`src/rtl/mips_exec_ctrl.sv`:
```
// mips_exec_ctrl
// Multi-cycle execute controller for a small MIPS subset. One instruction
// at a time goes through IDLE -> DECODE -> EXEC -> WB, or
// IDLE -> DECODE -> ERR when it cannot be decoded.
//
// Ports
//   clk           rising-edge clock
//   rst_n         asynchronous active-low reset
//   instr_valid   instruction offered (sampled only in IDLE)
//   instr_ready   high only in IDLE
//   opcode/funct  MIPS opcode and funct fields (funct used for R-type)
//   alu_ctr       ALU operation select, held from DECODE exit to WB exit
//   alu_src_imm   ALU B operand is the immediate
//   alu_result    combinational ALU result for the current alu_ctr
//   z_flag        ALU zero flag
//   wb_valid      write-back data valid (whole of WB)
//   wb_ready      write-back consumer accepts
//   wb_data       ALU result captured at the end of EXEC
//   branch_taken  beq resolved taken, meaningful with wb_valid
//   illegal       one-cycle pulse when an instruction cannot be decoded
//
// Configuration macro
//   MIPS_EXEC_MUL_EN  when defined, opcode 0x00 / funct 0x18 (mult) decodes
//                     to alu_ctr=101; otherwise it is illegal.
module mips_exec_ctrl (
    input  logic        clk,
    input  logic        rst_n,
    input  logic        instr_valid,
    output logic        instr_ready,
    input  logic [5:0]  opcode,
    input  logic [5:0]  funct,
    output logic [2:0]  alu_ctr,
    output logic        alu_src_imm,
    input  logic [31:0] alu_result,
    input  logic        z_flag,
    output logic        wb_valid,
    input  logic        wb_ready,
    output logic [31:0] wb_data,
    output logic        branch_taken,
    output logic        illegal
);

    typedef enum logic [2:0] {
        S_IDLE   = 3'd0,
        S_DECODE = 3'd1,
        S_EXEC   = 3'd2,
        S_WB     = 3'd3,
        S_ERR    = 3'd4
    } state_t;

    state_t      state_reg;
    state_t      state_next;

    logic [5:0]  opcode_reg;
    logic [5:0]  funct_reg;
    logic [2:0]  alu_ctr_reg;
    logic        alu_src_imm_reg;
    logic        is_beq_reg;
    logic [31:0] wb_data_reg;
    logic        branch_reg;

    // Decode of the captured instruction fields
    logic        dec_legal;
    logic [2:0]  dec_ctr;
    logic        dec_imm;
    logic        dec_beq;

    always_comb begin
        dec_legal = 1'b0;
        dec_ctr   = 3'b000;
        dec_imm   = 1'b0;
        dec_beq   = 1'b0;
        case (opcode_reg)
            6'h00: begin
                case (funct_reg)
                    6'h24: begin dec_legal = 1'b1; dec_ctr = 3'b000; end // and
                    6'h25: begin dec_legal = 1'b1; dec_ctr = 3'b001; end // or
                    6'h20: begin dec_legal = 1'b1; dec_ctr = 3'b010; end // add
                    6'h22: begin dec_legal = 1'b1; dec_ctr = 3'b100; end // sub
                    6'h2A: begin dec_legal = 1'b1; dec_ctr = 3'b110; end // slt
`ifdef MIPS_EXEC_MUL_EN
                    6'h18: begin dec_legal = 1'b1; dec_ctr = 3'b101; end // mult
`else
                    6'h18: begin dec_legal = 1'b0; dec_ctr = 3'b000; end // mult not built
`endif
                    default: begin dec_legal = 1'b0; dec_ctr = 3'b000; end
                endcase
            end
            6'h23, 6'h2B, 6'h08: begin // lw, sw, addi: address/immediate add
                dec_legal = 1'b1;
                dec_ctr   = 3'b010;
                dec_imm   = 1'b1;
            end
            6'h04: begin // beq: subtract, zero flag decides
                dec_legal = 1'b1;
                dec_ctr   = 3'b100;
                dec_beq   = 1'b1;
            end
            default: begin
                dec_legal = 1'b0;
            end
        endcase
    end

    // Next-state logic
    always_comb begin
        state_next = state_reg;
        case (state_reg)
            S_IDLE:   if (instr_valid) state_next = S_DECODE;
            S_DECODE: state_next = dec_legal ? S_EXEC : S_ERR;
            S_EXEC:   state_next = S_WB;
            S_WB:     if (wb_ready) state_next = S_IDLE;
            S_ERR:    state_next = S_IDLE;
            default:  state_next = S_IDLE;
        endcase
    end

    always_ff @(posedge clk or negedge rst_n) begin
        if (!rst_n) begin
            state_reg <= S_IDLE;
        end else begin
            state_reg <= state_next;
        end
    end

    // Datapath registers
    always_ff @(posedge clk or negedge rst_n) begin
        if (!rst_n) begin
            opcode_reg      <= 6'd0;
            funct_reg       <= 6'd0;
            alu_ctr_reg     <= 3'b000;
            alu_src_imm_reg <= 1'b0;
            is_beq_reg      <= 1'b0;
            wb_data_reg     <= 32'd0;
            branch_reg      <= 1'b0;
        end else begin
            case (state_reg)
                S_IDLE: begin
                    if (instr_valid) begin
                        opcode_reg <= opcode;
                        funct_reg  <= funct;
                    end
                end
                S_DECODE: begin
                    // An illegal decode leaves the ALU select at 000 for ERR.
                    alu_ctr_reg     <= dec_legal ? dec_ctr : 3'b000;
                    alu_src_imm_reg <= dec_legal & dec_imm;
                    is_beq_reg      <= dec_legal & dec_beq;
                end
                S_EXEC: begin
                    wb_data_reg <= alu_result;
                    branch_reg  <= is_beq_reg & z_flag;
                end
                S_WB: begin
                    if (wb_ready) begin
                        // wb_data keeps the last result; control returns to idle values.
                        alu_ctr_reg     <= 3'b000;
                        alu_src_imm_reg <= 1'b0;
                        is_beq_reg      <= 1'b0;
                        branch_reg      <= 1'b0;
                    end
                end
                default: begin
                    alu_ctr_reg     <= 3'b000;
                    alu_src_imm_reg <= 1'b0;
                    is_beq_reg      <= 1'b0;
                end
            endcase
        end
    end

    // Handshake/status outputs come straight from the state register so the
    // asynchronous reset forces them without waiting for a clock edge.
    assign instr_ready  = (state_reg == S_IDLE);
    assign wb_valid     = (state_reg == S_WB);
    assign illegal      = (state_reg == S_ERR);
    assign alu_ctr      = alu_ctr_reg;
    assign alu_src_imm  = alu_src_imm_reg;
    assign wb_data      = wb_data_reg;
    assign branch_taken = branch_reg;

endmodule

```
`config.mk`:
```
export PLATFORM = sky130hd
export DESIGN_NAME = mips_exec_ctrl
export DESIGN_NICKNAME = d
export VERILOG_FILES = /design/src/rtl/mips_exec_ctrl.sv
export SDC_FILE = /design/constraint.sdc
export NUM_CORES = 1
export LEC_CHECK = 0
export CORE_AREA = 2 2 75 77
export CTS_CLUSTER_SIZE = 40
export DETAILED_ROUTE_END_ITERATION = 12
export DIE_AREA = 0 0 77 79
export PLACE_DENSITY = 0.79
export SKIP_LAST_GASP = 1
export SYNTH_ARGS = -nofsm -noshare
export SYNTH_HDL_FRONTEND = slang
export SYNTH_SLANG_ARGS = --single-unit
```
`constraint.sdc`:
```
create_clock -name clk -period 1.9 [get_ports clk]
set_clock_uncertainty 0.2 [all_clocks]
set_input_delay 0.38 -clock clk [delete_from_list [all_inputs] [get_ports clk]]
set_output_delay 0.38 -clock clk [all_outputs]
set_load 0.02 [all_outputs]
```
==> run summary <==
For the worst setup path, the data arrival time is 1.28 ns. TritonCTS built the clock tree. Including well taps, the total number of placed cells is 319.

The die extent in y came out at 79 microns. The slew of the pin with the lowest slew margin is 0.268 ns. The worst setup slack before clock tree synthesis is 0.0786 ns.

The via count of the first global-routing pass came to 1589. The met1 routed wirelength after detailed routing came out at 1.95 mm. The compound-cell area share of the yosys netlist is 0.0461. The worst-path maximum fanout is 2.

The filler cell count in the final layout is 440. The worst setup path is launched from a flop. The pin count of the biggest net entering global routing came out at 54. The register with the most flip-flops in the layout has 32 of them. The mean routed wirelength per cell came out at 13.4 microns. The detailed-placement wirelength estimate is 3.27 mm. Of the total synthesized cell area, the portion taken by XOR and XNOR cells is 0.00787. The detail route stage leaves a number of antenna-violating nets equal to 0. The initial cell density of the core came out at 0.417.

After routing, the total negative slack on setup checks comes to 0 ns. Across the run, the number of max-cap violations was 0. Of the total synthesized cell area, the portion taken by full adders, half adders and majority gates is 0. The clock root buffer master is clkbuf_8.

Clock tree synthesis inserted a total of 5 buffers. Setup repair after global routing left no endpoint under its margin. Setup violations remaining at the end of the flow were counted as 0.

The headroom to the max-slew limit came out at 0.819. For this run, the top clock speed supported by timing is 539 MHz. The post-synthesis sequential area ratio came out at 0.596.

The count of warnings emitted by yosys is 0. Measured against the total synthesized area, the mux share comes to 0.227. The core region is 0.00534 sq mm. In this design, the stage delay of the slowest critical-path cell is 0.62 ns. The total global-route track usage came out at 0.156. The detailed-route DRC error count came out at 0.

The signal on the critical path passes through clkdlybuf4s50_1. The run finished with clean final reports. Summed over all layers, the global routing overflow is 0.

The synthesized design spends more area on one cell type than any other, namely dfrtp_1. Setup slack on the critical path of the routed design comes to 0.0439 ns. Of the cells placed in the final design, the portion with a size suffix greater than 1 is 0.238. Summed over all cells, the static leakage comes to 1.55 nW.

The horizontal die dimension came out at 77 microns. The type of the setup path with the least slack is reg2out. The total detailed-routing wirelength came out at 4.38 mm. The total number of vias came out at 1558. The worst setup path is captured at an output pin. Among all stages on the critical path, the largest delay is contributed by clkdlybuf4s50_1. For this run, the detailed router's first-pass iteration total came to 4.

The unique cell type count in the Yosys netlist came out at 36. The number of input and output port buffers inserted came out at 88. The number of hold violations in the final report came out at 0. The maximum vdd ir drop came out at 0.955 mV. The number of levels the H-tree was split into is 2. In this run the top signal layer used is met4. The layout-stage area growth over the synthesis result is 50.2%. After detailed routing, the number of vias per cell comes to 4.75.

The number of clock sinks seen by CTS came out at 53. The number of instances in the synthesized netlist came out at 156. The average footprint of a synthesized cell came out at 14.3 sq um. The required time reported for the critical path endpoint is 1.32 ns. Of the total synthesized cell area, the portion taken by AND, OR, NAND and NOR gates is 0.0889. Detailed routing placed a total of 2.09 mm of wire on met2. The antenna diode instance count came out at 0.

The first-pass GRT wire length came out at 7.53 mm. The total area of sequential cells came out at 0.00133 sq mm. The power after layout is 5.23 mW. Counting I/O delays and the setup requirement, the final critical path takes 1.86 ns. The count of buffers added by post-CTS timing repair for setup came out at 0. The clock transition at the registers of the reported paths is 0.10 ns. The final standard cell count with taps included and fillers excluded is 328. The worst hold path class is reg2reg. The number of antenna violations at the first check in global routing is 0.

The detailed router finished its first iteration with 40 violations. The multi-input combinational cell area is 830 sq um. The length of routed met3 wiring is 278 microns.

The synthesis-stage register bit count came out at 53. Ranked by total cell area, the synthesized netlist is headed by dfrtp_1 60%, mux2_2 16%, mux2_4 4.0%. The number of ports placed on the die boundary is 89. The dominant combinational cell family by area after synthesis is multiplexers. The total count of max-transition violations in the final report came out at 0. The maximum clock path buffer count is 2. The net count after synthesis is 205.

Measured on the finished design, the core utilization comes to 0.626. The netlist area before placement came out at 0.00222 sq mm. The power per unit of standard cell area came out at 1560 mW/mm^2. The area enclosed by the die boundary is 0.00608 sq mm. The net count reported at finish came out at 304. The final period utilization is 0.977. The standard-cell row count is 27.

Routability-driven placement finished with a final weighted congestion of 0.787. The insertion delay of the later-clocked pin in the worst-skew pair is 0.30 ns. The cell family contributing the most delay on the critical path is buffers and inverters.

The count of buffer and inverter cells on the critical path is 1. The area share of the leading cell type in the synthesized netlist came out at 0.596.
==> final timing paths <==
| kind | from | to | slack [ns] | cells after the start |
|---|---|---|---|---|
| worst max-delay path | wb_data[3]$_DFFE_PN0P_ | wb_data[3] | 0.04 | 1 |
| worst min-delay path | branch_taken$_DFFE_PN0P_ | branch_taken$_DFFE_PN0P_ | 0.29 | 1 |
| worst max register to register | state_reg[2]$_DFFE_PN0P_ | wb_data[4]$_DFFE_PN0P_ | 0.12 | 4 |
| worst min register to register | branch_taken$_DFFE_PN0P_ | branch_taken$_DFFE_PN0P_ | 0.29 | 1 |
| max in group asynchronous | rst_n | wb_data[23]$_DFFE_PN0P_ | 0.88 | 3 |
| min in group asynchronous | rst_n | wb_data[3]$_DFFE_PN0P_ | 0.39 | 3 |
==> synth_stat cells <==
cell	number
nor3_1	1
o21ai_1	1
a32o_1	1
and3_1	1
buf_4	1
nor4b_1	2
mux2i_1	1
xor2_1	1
nor4_1	1
nand3b_1	2
xnor2_1	1
nor2b_1	2
dfrtp_1	53
a22oi_1	1
nor3b_1	1
mux2_1	4
nor3_2	1
a31oi_1	1
nand2b_1	2
o21ai_0	8
and2_4	1
nand3_1	1
mux2_4	6
nor2_1	3
a21oi_1	1
and3b_1	1
nand2_1	10
inv_1	3
or3b_1	1
o21a_1	2
nand4_1	1
nor3b_4	1
a21boi_0	1
buf_6	5
o22ai_1	1
mux2_2	32
==> stage by stage <==
stage,cell area [sq um],hold slack [ns]
6_report,3340,0.293
4_1_cts,3320,0.301
2_1_floorplan,2230,-0.116
5_1_grt,3340,0.326
3_5_place_dp,3230,0.194
3_3_place_gp,3230,0.194
==> area by class of cell <==
type                            instances  area share
Sequential cell                        53       0.397
Timing Repair Buffer                   98       0.298
Multi-Input combinational cell         94       0.248
Tap cell                               72      0.0270
Clock buffer                            6      0.0217
Clock inverter                          2     0.00449
Inverter                                3     0.00337
==> routing by layer <==
metal  GRT usage  vias up
met4      0.0536        0
met2       0.259       58
li1            -      756
met3      0.0443        7
met1       0.197      737
met5           0        -
==> power breakdown <==
group          switching [mW]  internal (mW)
Combinational            1.15           1.46
Clock                   0.355          0.260
Sequential              0.345           1.65
==> cell families (layout without fill, tap and decap cells) <==
| kind of cell | after synthesis | count (layout) |
|---|---|---|
| XOR/XNOR | 2 | 2 |
| buffers and inverters | 9 | 109 |
| multiplexers | 43 | 43 |
| flip-flops | 53 | 53 |
| AND/OR/NAND/NOR | 32 | 32 |
| AO/OA/AOI/OAI | 17 | 17 |
==> layout by cell type, fill, tap and decap left out, drive strengths merged, types with 2 or more instances in the layout <==
| cell type | instances |
|---|---|
| clkdlybuf4s50 | 71 |
| dfrtp | 53 |
| mux2 | 42 |
| dlymetal6s2s | 13 |
| nand2 | 10 |
| buf | 10 |
| o21ai | 9 |
| clkbuf | 9 |
| inv | 3 |
| nor2 | 3 |
| nor2b | 2 |
| o21a | 2 |
| nand3b | 2 |
| nand2b | 2 |
| nor4b | 2 |
| clkinvlp | 2 |
| nor3 | 2 |
| nor3b | 2 |
==> timing repair <==
| action | in CTS | in global routing |
|---|---|---|
| hold buffers | 1 | 0 |
| hold endpoints to repair | 53 | 0 |
| setup endpoints to repair | 3 | 16 |
| gates resized for setup | 3 | 20 |
| cloned | 0 | 0 |
(Power assumes the default switching activity.)
